$ cat src/rtl/screen_arbiter.sv
// screen_arbiter: two-client round-robin arbiter in front of the single
// screen_writer port. Ownership runs from grant to the writer's done, so a
// bounding-box pass is never interleaved with another client's pass.
module screen_arbiter #(
    parameter int WIDTH        = 8,
    parameter int COLOUR_WIDTH = 3
) (
    input  logic                    clock,
    input  logic                    resetn,
    // client 0
    input  logic                    c0_screen_start,
    input  logic [COLOUR_WIDTH-1:0] c0_new_screen_colour,
    input  logic [WIDTH-1:0]        c0_screen_x_min,
    input  logic [WIDTH-1:0]        c0_screen_y_min,
    input  logic [WIDTH-1:0]        c0_screen_x_range,
    input  logic [WIDTH-1:0]        c0_screen_y_range,
    output logic                    c0_screen_done,
    // client 1
    input  logic                    c1_screen_start,
    input  logic [COLOUR_WIDTH-1:0] c1_new_screen_colour,
    input  logic [WIDTH-1:0]        c1_screen_x_min,
    input  logic [WIDTH-1:0]        c1_screen_y_min,
    input  logic [WIDTH-1:0]        c1_screen_x_range,
    input  logic [WIDTH-1:0]        c1_screen_y_range,
    output logic                    c1_screen_done,
    // broadcast back to both clients
    output logic [WIDTH-1:0]        cl_screen_x,
    output logic [WIDTH-1:0]        cl_screen_y,
    output logic [COLOUR_WIDTH-1:0] cl_old_screen_colour,
    // writer side
    output logic                    screen_start,
    output logic [COLOUR_WIDTH-1:0] new_screen_colour,
    output logic [WIDTH-1:0]        screen_x_min,
    output logic [WIDTH-1:0]        screen_y_min,
    output logic [WIDTH-1:0]        screen_x_range,
    output logic [WIDTH-1:0]        screen_y_range,
    input  logic [WIDTH-1:0]        screen_x,
    input  logic [WIDTH-1:0]        screen_y,
    input  logic [COLOUR_WIDTH-1:0] old_screen_colour,
    input  logic                    screen_done,
    // status
    output logic [1:0]              grant,
    output logic                    busy
);

    typedef enum logic [1:0] {S_IDLE = 2'd0, S_OWN0 = 2'd1, S_OWN1 = 2'd2} state_t;

    state_t state, next_state;
    logic   last;   // client served most recently
    logic   sent;   // writer has seen a forwarded start in this ownership
    logic   done_ok;

    // a done only counts once the writer has actually been started
    assign done_ok = screen_done & sent;

    // writer read-back is shared by both clients regardless of owner
    assign cl_screen_x          = screen_x;
    assign cl_screen_y          = screen_y;
    assign cl_old_screen_colour = old_screen_colour;

    // state, round-robin pointer and start-seen flag
    always_ff @(posedge clock or negedge resetn) begin
        if (!resetn) begin
            state <= S_IDLE;
            last  <= 1'b1;
            sent  <= 1'b0;
        end else begin
            state <= next_state;
            if (next_state == S_IDLE)
                sent <= 1'b0;
            else if (state != S_IDLE && screen_start)
                sent <= 1'b1;
            if (done_ok && state == S_OWN0)
                last <= 1'b0;
            else if (done_ok && state == S_OWN1)
                last <= 1'b1;
        end
    end

    // grant on request from idle; release only on the writer's done
    always_comb begin
        next_state = state;
        case (state)
            S_IDLE: begin
                if (c0_screen_start && c1_screen_start)
                    next_state = last ? S_OWN0 : S_OWN1;
                else if (c0_screen_start)
                    next_state = S_OWN0;
                else if (c1_screen_start)
                    next_state = S_OWN1;
            end
            S_OWN0:  if (done_ok) next_state = S_IDLE;
            S_OWN1:  if (done_ok) next_state = S_IDLE;
            default: next_state = S_IDLE;
        endcase
    end

    // route the owner's request/window to the writer and the done back to it
    always_comb begin
        screen_start      = 1'b0;
        new_screen_colour = '0;
        screen_x_min      = '0;
        screen_y_min      = '0;
        screen_x_range    = '0;
        screen_y_range    = '0;
        c0_screen_done    = 1'b0;
        c1_screen_done    = 1'b0;
        grant             = 2'b00;
        busy              = 1'b0;
        case (state)
            S_OWN0: begin
                screen_start      = c0_screen_start;
                new_screen_colour = c0_new_screen_colour;
                screen_x_min      = c0_screen_x_min;
                screen_y_min      = c0_screen_y_min;
                screen_x_range    = c0_screen_x_range;
                screen_y_range    = c0_screen_y_range;
                c0_screen_done    = done_ok;
                grant             = 2'b01;
                busy              = 1'b1;
            end
            S_OWN1: begin
                screen_start      = c1_screen_start;
                new_screen_colour = c1_new_screen_colour;
                screen_x_min      = c1_screen_x_min;
                screen_y_min      = c1_screen_y_min;
                screen_x_range    = c1_screen_x_range;
                screen_y_range    = c1_screen_y_range;
                c1_screen_done    = done_ok;
                grant             = 2'b10;
                busy              = 1'b1;
            end
            default: ;
        endcase
    end

endmodule

$ cat config.mk
export PLATFORM = sky130hd
export DESIGN_NAME = screen_arbiter
export DESIGN_NICKNAME = d
export VERILOG_FILES = /design/src/rtl/screen_arbiter.sv
export SDC_FILE = /design/constraint.sdc
export NUM_CORES = 1
export LEC_CHECK = 0
export ABC_AREA = 0
export ABC_CLOCK_PERIOD_IN_PS = 3300
export CORE_MARGIN = 2
export CORE_UTILIZATION = 30
export DETAILED_ROUTE_END_ITERATION = 10
export DONT_BUFFER_PORTS = 1
export HOLD_SLACK_MARGIN = 0.1
export SYNTH_ARGS = -nofsm -noshare
export SYNTH_HDL_FRONTEND = slang
export SYNTH_SLANG_ARGS = --single-unit
$ cat constraint.sdc
create_clock -name clock -period 3.3 [get_ports clock]
set_clock_uncertainty 0.05 [all_clocks]
set_input_delay 0.66 -clock clock [delete_from_list [all_inputs] [get_ports clock]]
set_output_delay 0.66 -clock clock [all_outputs]
set_load 0.02 [all_outputs]
==> flow_results.org <==
** Drt
- Vias :: slightly above 900
- After detailed routing, the number of vias per cell comes to roughly 6.4.
- For this block, the initial DRC count from the detailed router was a little over 60.
- After detailed routing, the number of remaining DRC violations is 0.
- The count of nets left with antenna violations once routing finished came out at 0.
- Average wire length per cell after detail routing :: 21.3 um
- For this block, the routed nets add up to 3.05 mm of wire.
- Detailed Routing Iterations Pass 1 :: 5

** Global route
- Across every metal layer, demand over resource in global routing totals 14.6%.
- Vias in the first global route :: between 700 and 800
- Largest net degree at the start of global routing :: 38
- The total overflow left after global routing is 0.
- The first global-routing pass estimated 3.82 mm of wire.
- The number of antenna violations at the first check in global routing came to 0.

** Critical path
- The worst setup path is launched from a register.
- Data on the critical path is required at its endpoint by around 2.6 ns.
- Worst setup path start :: state[1]
- Family with the most delay on the worst path :: buffers and inverters
- Termination of the worst setup path :: screen_y_min[7]
- Logic depth of the worst setup path including buffers :: 5
- Terminus of the critical flop-to-flop path :: sent
- The worst setup path is of the register to primary output kind.
- Critical-path maximum fanout :: 30
- The startpoint identified for the worst register-to-register timing path is state[0].
- Walking the worst path, the cells encountered are inv_1 -> ha_1 -> buf_4 -> a22oi_1 -> nor2_1.
- Kind of end point of the critical path :: primary output
- Maximum single-stage delay on the critical path :: about 0.43 ns
- Worst-path cell with the longest stage delay :: sky130_fd_sc_hd__dfrtp_1
- Buffering stage count on the worst path with inverters included :: 2
- R2r worst-path depth :: 5
- Reg2Reg Setup Slack :: between 1 and 1.5 ns
- CP Data Arrival Time :: just under 2 ns

** Power and ir drop
- Net switching is about two thirds of the power.
- Total chip power :: 1000 uW
- Internal power comes to 325 uW.
- Logic pwr share :: 83.4%
- The clock network accounts for under 10% of the total power.
- Dividing total power by cell area gives a power density of 1240 nW/um2.
- Sequential group share of total power :: 10.0%
- Summed over all cells, the static leakage comes to 0.000312 uW.
- Max VDD drop :: 716 uV
- Net switching component of the power :: 677 uW

** Timing
- Endpoints failing setup :: 0
- Final critical path time including I/O delays and setup :: 2.70 ns
- The count of pins over their slew limit is 0.
- Headroom to the max-slew limit came out at about three fifths.
- FMAX :: 370 MHz
- Adding up every negative setup slack in the final design gives 0 ns.
- Transition time of the tightest slew-check pin :: 0.594 ns
- Setup repair after global routing left no endpoint under its margin.
- Count of endpoints failing hold in the final timing report :: 0
- In the finished design, the share of the clock period the worst path needs comes to 81.8%.

** Floorplanning
- Effective utilization at floorplan :: 30.7%
- Placeable core region :: 2980 um2
- Die Outline Area :: 3510 um2
- Die H :: 59.2 um
- Measured along the x axis, the die boundary spans about 59 um.
- In this run the count of I/O pins placed on the die edge is ~150.
- After floorplanning, the core was divided into 20 placement rows.

** Clocking
- Sinks on Clock Net :: 4
- The longest clock path from root to sink contains 2 buffers.
- # H-tree levels :: 1
- At the later pin of the worst-skew pair, clock insertion delay measures roughly 0.23 ns.
- TritonCTS built the clock tree.
- The cell sitting at the root of the clock tree is a sky130_fd_sc_hd__clkbuf_4.
- Clock-pin slew was measured on the worst setup and hold paths at 0.04 ns.
- The number of clock buffers added by TritonCTS is 3.
- Post-CTS Setup Inserts :: 0

** Synth
- Counting every net in the synthesized netlist gives 233.
- After synthesis the netlist holds a flip-flop and latch count of 4.
- After synthesis, flip-flops and latches occupy 11.1% of the total area.
- Counting distinct cell types in the post-synthesis netlist gives 21.
- Mapped Area :: 915 um2
- During synthesis, Yosys emitted a total of 0 warnings.
- In this run the mean area of a mapped cell was 6.88 um2.
- Counting every instance in the synthesized netlist gives 133.

** Place
- Port Buffers :: 0
- Final RePlAce weighted congestion :: 0.701
- Detailed placement finished with a half-perimeter wire length of roughly 2.4 mm.
- Cell count after placement :: about 140

** Layout
- Final std cells w/o fill :: ~140
- Area growth from synthesis to layout :: -11.6%
- Final core occ :: 27.1%
- Sequential cell area :: 101 um2
- Of the cells placed in the final design, the portion with a size suffix greater than 1 is 8.18%.
- Combined area of the multi-input logic cells :: roughly 600 um2
- Antenna diode count :: 0
- Total of fill cells in the finished design :: about 320
- Final layout net count :: ~210

** Min path
- The min-delay analysis places its worst path in the category input pin to async pin.

** Status
- The flow ran to the end, and the final reports show no timing, DRC or antenna violations.

** Flow run
- Across the run, the number of max-cap violations was 0.
[layer usage]
layer	track usage [%]	part of all wire (%)	vias up
met2	20.9	46	78
li1	-	-	406
met5	0	0	-
met1	20.4	42	424
met3	3.93	10	10
met4	6.17	1.8	0
[cells by family (layout without fill, tap and decap cells)]
| group | Yosys count | count (layout) | share of synthesized area [%] |
|---|---|---|---|
| flip-flops | 4 | 4 | 11.1 |
| AO/OA/AOI/OAI | 41 | 41 | 35.2 |
| buffers and inverters | 34 | 11 | 23.4 |
| adder cells (fa/ha/maj) | 6 | 6 | 8.21 |
| AND/OR/NAND/NOR | 48 | 48 | 22.2 |
[placed cells by master, fill, tap and decap left out, types with 2 or more instances in the layout]
cell                       synthesis  final
sky130_fd_sc_hd__a221oi_1          2      2
sky130_fd_sc_hd__a22oi_1          35     35
sky130_fd_sc_hd__and2_1            2      2
sky130_fd_sc_hd__and3_1            2      2
sky130_fd_sc_hd__and3b_1           2      2
sky130_fd_sc_hd__buf_4            21      2
sky130_fd_sc_hd__clkbuf_4          0      3
sky130_fd_sc_hd__dfrtp_1           3      3
sky130_fd_sc_hd__ha_1              6      6
sky130_fd_sc_hd__inv_1             3      3
sky130_fd_sc_hd__nor2_1           40     40
[flip-flops by register name, summed over array words and instances, names as in the netlist]
register  count
sent          1
state         2
last          1
[worst min path at each step]
stage | from | end | slack, ns
after floorplan | resetn | sent | 0.31
after global placement | resetn | sent | 0.31
after detailed placement | resetn | state[0] | 0.31
after CTS | resetn | last | 0.21
after global routing | resetn | last | 0.21
final | resetn | last | 0.22
[final cells by class]
type | instances | area share [%]
multi-input cells | 95 | 74.1
flip-flops and latches | 4 | 12.5
well taps | 33 | 5.11
repair buffers | 3 | 3.10
inverters | 4 | 1.86
clock buffers | 4 | 3.25
[metrics by stage]
step	setup slack [ns]	instance area (um2)	hold WS [ns]
after floorplan	1.05	915	0.314
after global placement	0.904	772	0.315
after detailed placement	0.849	772	0.315
after CTS	0.588	808	0.213
after global routing	0.448	808	0.207
final	0.601	808	0.222
[timing repair]
action                                 in CTS  in global routing
resized for setup                           0                  0
hold buffers                                1                  0
endpoints found under the hold margin       3                  0
[cells in the mapped netlist]
master,number,area [um2]
sky130_fd_sc_hd__and3b_1,2,17.5
sky130_fd_sc_hd__ha_1,6,75.1
sky130_fd_sc_hd__inv_2,1,3.75
sky130_fd_sc_hd__o31a_1,1,8.76
sky130_fd_sc_hd__nand2b_1,1,6.26
sky130_fd_sc_hd__a21boi_0,1,7.51
sky130_fd_sc_hd__dfstp_2,1,26.3
sky130_fd_sc_hd__inv_1,3,11.3
sky130_fd_sc_hd__nand2_1,1,3.75
sky130_fd_sc_hd__a22oi_1,35,263
sky130_fd_sc_hd__clkbuf_1,1,3.75
sky130_fd_sc_hd__a22oi_2,1,12.5
sky130_fd_sc_hd__buf_1,2,7.51
sky130_fd_sc_hd__a211oi_2,1,12.5
sky130_fd_sc_hd__and2_1,2,12.5
sky130_fd_sc_hd__nor2_1,40,150
sky130_fd_sc_hd__and3_1,2,12.5
sky130_fd_sc_hd__buf_4,21,158
sky130_fd_sc_hd__buf_2,6,30.0
sky130_fd_sc_hd__a221oi_1,2,17.5
sky130_fd_sc_hd__dfrtp_1,3,75.1
[power by group through the flow]
stage / clock [uW] / combinational [uW] / sequential [uW]
finish: 66.2 / 836 / 99.7
global route: 74.4 / 912 / 106
CTS: 69.3 / 841 / 99.6
detailed placement: 0 / 836 / 99.9
global placement: 0 / 810 / 96.7
floorplan: 0 / 788 / 92.8
Power figures use the tool's default switching activity.
==> edit 1, RTL diff (same flow settings) <==
Re-encode `state_t` (3 states) as one-hot, 3 bits wide.
--- a/src/rtl/screen_arbiter.sv
+++ b/src/rtl/screen_arbiter.sv
@@ -44,5 +44,5 @@
 );
 
-    typedef enum logic [1:0] {S_IDLE = 2'd0, S_OWN0 = 2'd1, S_OWN1 = 2'd2} state_t;
+    typedef enum logic [2:0] {S_IDLE = 3'b001, S_OWN0 = 3'b010, S_OWN1 = 3'b100} state_t;
 
     state_t state, next_state;
Check against the original RTL: no difference found for any inputs over 10 cycles, from zero or initial values and one cycle with resetn low; not proved beyond that.
==> edit 1 against the unedited design <==
  * Synthesized area fell by 12%
  * Sequential cell count rose by 1
  * First-iteration DRC count fell by 59%
  * Cell area fell by 17%
  * Global-route usage fell by 1.0 points
  * Setup slack improved by 0.37 ns
  * Worst hold slack got worse by 0.012 ns
  * Non-clock buffer count fell by 2
  * Register-to-register slack improved by 0.58 ns
  * Maximum frequency rose by 16%
  * Wire length fell by 17%
  * Synthesized cell count fell by 31%
  * Total power fell by 36%
  * Critical path type unchanged
  * Largest power group unchanged
==> edit 1: results (changes against the unedited design) <==
| Metric | Value |
|---|---|
| Internal reg-to-reg setup slack | 1.86 ns (+0.58 ns) |
| Post-synthesis adder-cell area fraction | 0 (-0.0821) |
| Gp weighted congestion | 0.730 (+4.1%) |
| Placed insts | 97 (-30%) |
| Biggest regs | state (3), last (1), sent (1) |
| Outcome | finished clean |
| Vias in the first global route | 642 (-14%) |
| Vias per inst | 6.92 (+7.8%) |
| Synth top cells by count | a22o_1 (35), buf_4 (19), buf_6 (6), nor2_1 (4) |
| First-pass detailed-route iteration total | 4 (-1) |
| Global-route wire length before repair | 3280 um (-14%) |
| Max VDD drop | 0.433 mV (-40%) |
| Leak | 0.276 nW (-12%) |
| Seq/Total Area, Yosys | 0.158 (+0.0473) |
| DR iter-0 viols | 25 (-59%) |
| Synthesized instance count | 92 (-31%) |
| All-layer global routing usage | 0.136 (-0.00995) |
| Crit path capture | screen_y_range[7] |
| Worst-path fanout max | 37 (+23%) |
| Nets | 167 (-21%) |
| Fillers | 267 (-16%) |
| Share of layout cells above drive strength 1 | 0.139 (+0.0571) |
| CP arrival | 1.62 ns (-0.37 ns) |
| Tightest Pin Transition | 0.537 ns (-0.0579 ns) |
| Via count | 706 (-23%) |
[edit 1: layout make-up]
cell class / instances / area, sq um / area share
clock buffers: 4 / 26.3 / 0.0392
repair buffers: 1 / 10.0 / 0.0149
inverters: 2 / 12.5 / 0.0187
well taps: 30 / 37.5 / 0.0560
multi-input cells: 60 / 457 / 0.681
flip-flops and latches: 5 / 128 / 0.190
[edit 1: kinds of logic (layout without fill, tap and decap cells)]
logic type             after synthesis  count (layout)
AOI/OAI and AO/OA                   44              44
buffers and inverters               27               7
and+or+nand+nor                     16              16
DFF                                  5               5
[edit 1: worst max-delay path, delay by kind of cell (launching register included)]
kind / cells / cell delay [ns]
AO/OA/AOI/OAI: 1 / 0.35
buffers and inverters: 1 / 0.31
flip-flops: 1 / 0.44
AND/OR/NAND/NOR: 2 / 0.27
[edit 1: power by group]
group	internal, mW	leakage (nW)	switching (mW)
sequential	0.0968	0.0611	0.0339
clock	0.0456	0.0150	0.0237
combinational	0.131	0.200	0.307
[edit 1: worst min path at each step]
stage,from,endpoint,slack [ns]
2_1_floorplan,resetn,sent,0.31
3_3_place_gp,resetn,state[1],0.31
3_5_place_dp,resetn,state[1],0.31
4_1_cts,resetn,last,0.20
5_1_grt,resetn,state[0],0.19
6_report,resetn,state[0],0.21
[edit 1: layer usage]
layer | routed length (um) | global-route usage
met4 | 93 | 0.0918
met3 | 213 | 0.0233
met1 | 844 | 0.137
met2 | 1400 | 0.252
met5 | 0 | 0
[edit 1: metrics by stage]
stage	setup slack, ns	hold WS [ns]
2_1_floorplan	1.42	0.314
3_3_place_gp	1.25	0.315
3_5_place_dp	1.21	0.315
4_1_cts	0.943	0.200
5_1_grt	0.851	0.192
6_report	0.966	0.210
==> edit 2, RTL diff (same settings) <==
Without the edit above. Change the parameter `COLOUR_WIDTH` from 3 to 5.
--- a/src/rtl/screen_arbiter.sv
+++ b/src/rtl/screen_arbiter.sv
@@ -4,5 +4,5 @@
 module screen_arbiter #(
     parameter int WIDTH        = 8,
-    parameter int COLOUR_WIDTH = 3
+    parameter int COLOUR_WIDTH = 5
 ) (
     input  logic                    clock,
Ports: changed (5 resized); port bits go from 154 to 164. The function was not compared with the original's and may differ.
==> edit 2 against the unedited design <==
  * Register-to-register slack worse by 0.02 ns
  * Combinational power up 9.6%
  * Wire length grew 13%
  * Total power increased by 8.4%
  * Cell area grew 8.2%
  * Count of clock-buffer cells in the layout unchanged
  * Sequential cell count stayed put
  * Synthesized area increased by 5.6%
  * Global-route usage is 0.66 points higher
  * Final cell count grew 13%
  * Setup slack lost 0.24 ns
==> edit 2: results (changes against the unedited design) <==
| Metric | Value |
|---|---|
| Outcome | finished clean |
| Global-route wire length before repair | 3970 um (+3.8%) |
| Tightest Pin Transition | 0.561 ns (-0.0333 ns) |
| Synth warn | 0 (unchanged) |
| DR iter-0 viols | 43 (-30%) |
| Hold Path Class | primary input to async pin |
| H-Tree Level Count | 1 (unchanged) |
| Synth top cells by count | nor2_1 (42), a22oi_1 (38), buf_4 (23), buf_2 (8), ha_1 (6) |
| Clock buffers | 4 (unchanged) |
| Non-clock buffering overhead | 0.0544 (+0.0234) |
| Bufs w/o clock | 6 (+3) |
| Post-Route WL | 3440 um (+13%) |
| Max Transition Viols Final | 0 (unchanged) |
| Max clock buf depth | 2 (unchanged) |
| Multi-In Gates | 99 (+4.2%) |
| Biggest regs | state (2), last (1), sent (1) |
| IO buf count | 0 (unchanged) |
| CP arrival | 2.23 ns (+0.24 ns) |
| Worst-path fanout max | 21 (-30%) |
| Internal reg-to-reg setup slack | 1.26 ns (-0.02 ns) |
| FF/Latch Area | 101 sq um (unchanged) |
| Via count | 968 (+5.4%) |
| Dominant cells by area after synthesis | a22oi_1 (30%), buf_4 (18%), nor2_1 (16%) |
| # clock sinks | 4 (unchanged) |
| Post-CTS setup buffers | 0 (unchanged) |
| First-pass detailed-route iteration total | 4 (-1) |
| Post-CTS resize count | 0 (unchanged) |
| Clk pin slew, worst setup/hold paths | 0.04 ns (about the same) |
| Top_reg_cell synth | dfrtp_1 |
| Fillers | 349 (+10%) |
| Syn_nets | 246 (+5.6%) |
| Nets | 224 (+6.2%) |
| Seq/Total Area, Yosys | 0.105 (-0.00588) |
| Share of layout cells above drive strength 1 | 0.103 (+0.0207) |
| CTS buffer count | 3 (unchanged) |
| Later-pin clock latency in the skew report | around 0.24 ns |
| Diode count | 0 (unchanged) |
| Sw Ratio | 0.669 (-0.00690) |
| All-layer global routing usage | 0.153 (+0.00659) |
| Inverters | 4 (unchanged) |
| Multi-input gate area | 629 sq um (+5.0%) |
| Hold buffer count at cts | 1 (unchanged) |
| Final HPWL DP | 2720 um (+13%) |
| Leak | 0.339 nW (+8.5%) |
| Vias in the first global route | 809 (+8.0%) |
| Initial antenna violation count | 0 (unchanged) |
| Synth cell types | 18 (-14%) |
| Crit path kind | register to output pin |
| Root Buffer Master | clkbuf_4 |
| Largest net degree at the start of global routing | 40 (+5.3%) |
| Max VDD drop | 0.737 mV (+2.9%) |
| Async set or reset register ratio after synthesis | 1.00 (unchanged) |
| Gp weighted congestion | 0.678 (-3.3%) |
| Clock-cell share | 0.0300 (-0.00246) |
==> edit 2: power by group through the flow <==
stage               clock network, mW  registers [mW]  logic, mW
finish                         0.0676           0.103      0.916
global route                   0.0755           0.107       1.01
CTS                            0.0700           0.103      0.920
detailed placement                  0           0.103      0.916
global placement                    0          0.0993      0.891
floorplan                           0          0.0948      0.847
==> edit 2: metal layers <==
layer / share of wire / global-route usage
met1: 0.38 / 0.179
met2: 0.49 / 0.247
met3: 0.13 / 0.0725
met4: 0.0029 / 0.0466
met5: 0 / 0
==> edit 2: final timing paths <==
path                                from                end  depth (start not counted)
worst max-delay path            state[0]  screen_y_range[3]                          5
worst min-delay path              resetn               last                          0
worst max register to register  state[0]               sent                          5
worst min register to register      last               last                          2
max in group asynchronous         resetn           state[1]                          1
min in group clock                  last               last                          2
==> edit 2: logic make-up (layout without fill, tap and decap cells) <==
kind of cell / after synthesis / count (layout) / synth area share
fa+ha+maj: 6 / 6 / 0.0777
flops: 4 / 4 / 0.105
compound gates: 43 / 43 / 0.356
buf+inv: 37 / 14 / 0.244
simple gates: 50 / 50 / 0.218
==> edit 2: worst max-delay path: stages (launching register included) <==
cell     delay [ns]
dfrtp_1        0.45
inv_1          0.11
ha_1           0.44
inv_1          0.32
buf_4          0.31
nor2_1         0.36
==> edit 2: through the flow <==
stage / instance area (sq um) / setup slack (ns) / utilization / hold slack [ns] / instances
6_report: 875 / 0.359 / 0.286 / 0.221 / 161
4_1_cts: 875 / 0.324 / 0.286 / 0.215 / 161
3_5_place_dp: 838 / 0.576 / 0.275 / 0.315 / 156
2_1_floorplan: 966 / 0.952 / - / 0.314 / 140
3_3_place_gp: 838 / 0.676 / 0.275 / 0.315 / 156
5_1_grt: 875 / 0.173 / 0.286 / 0.200 / 161
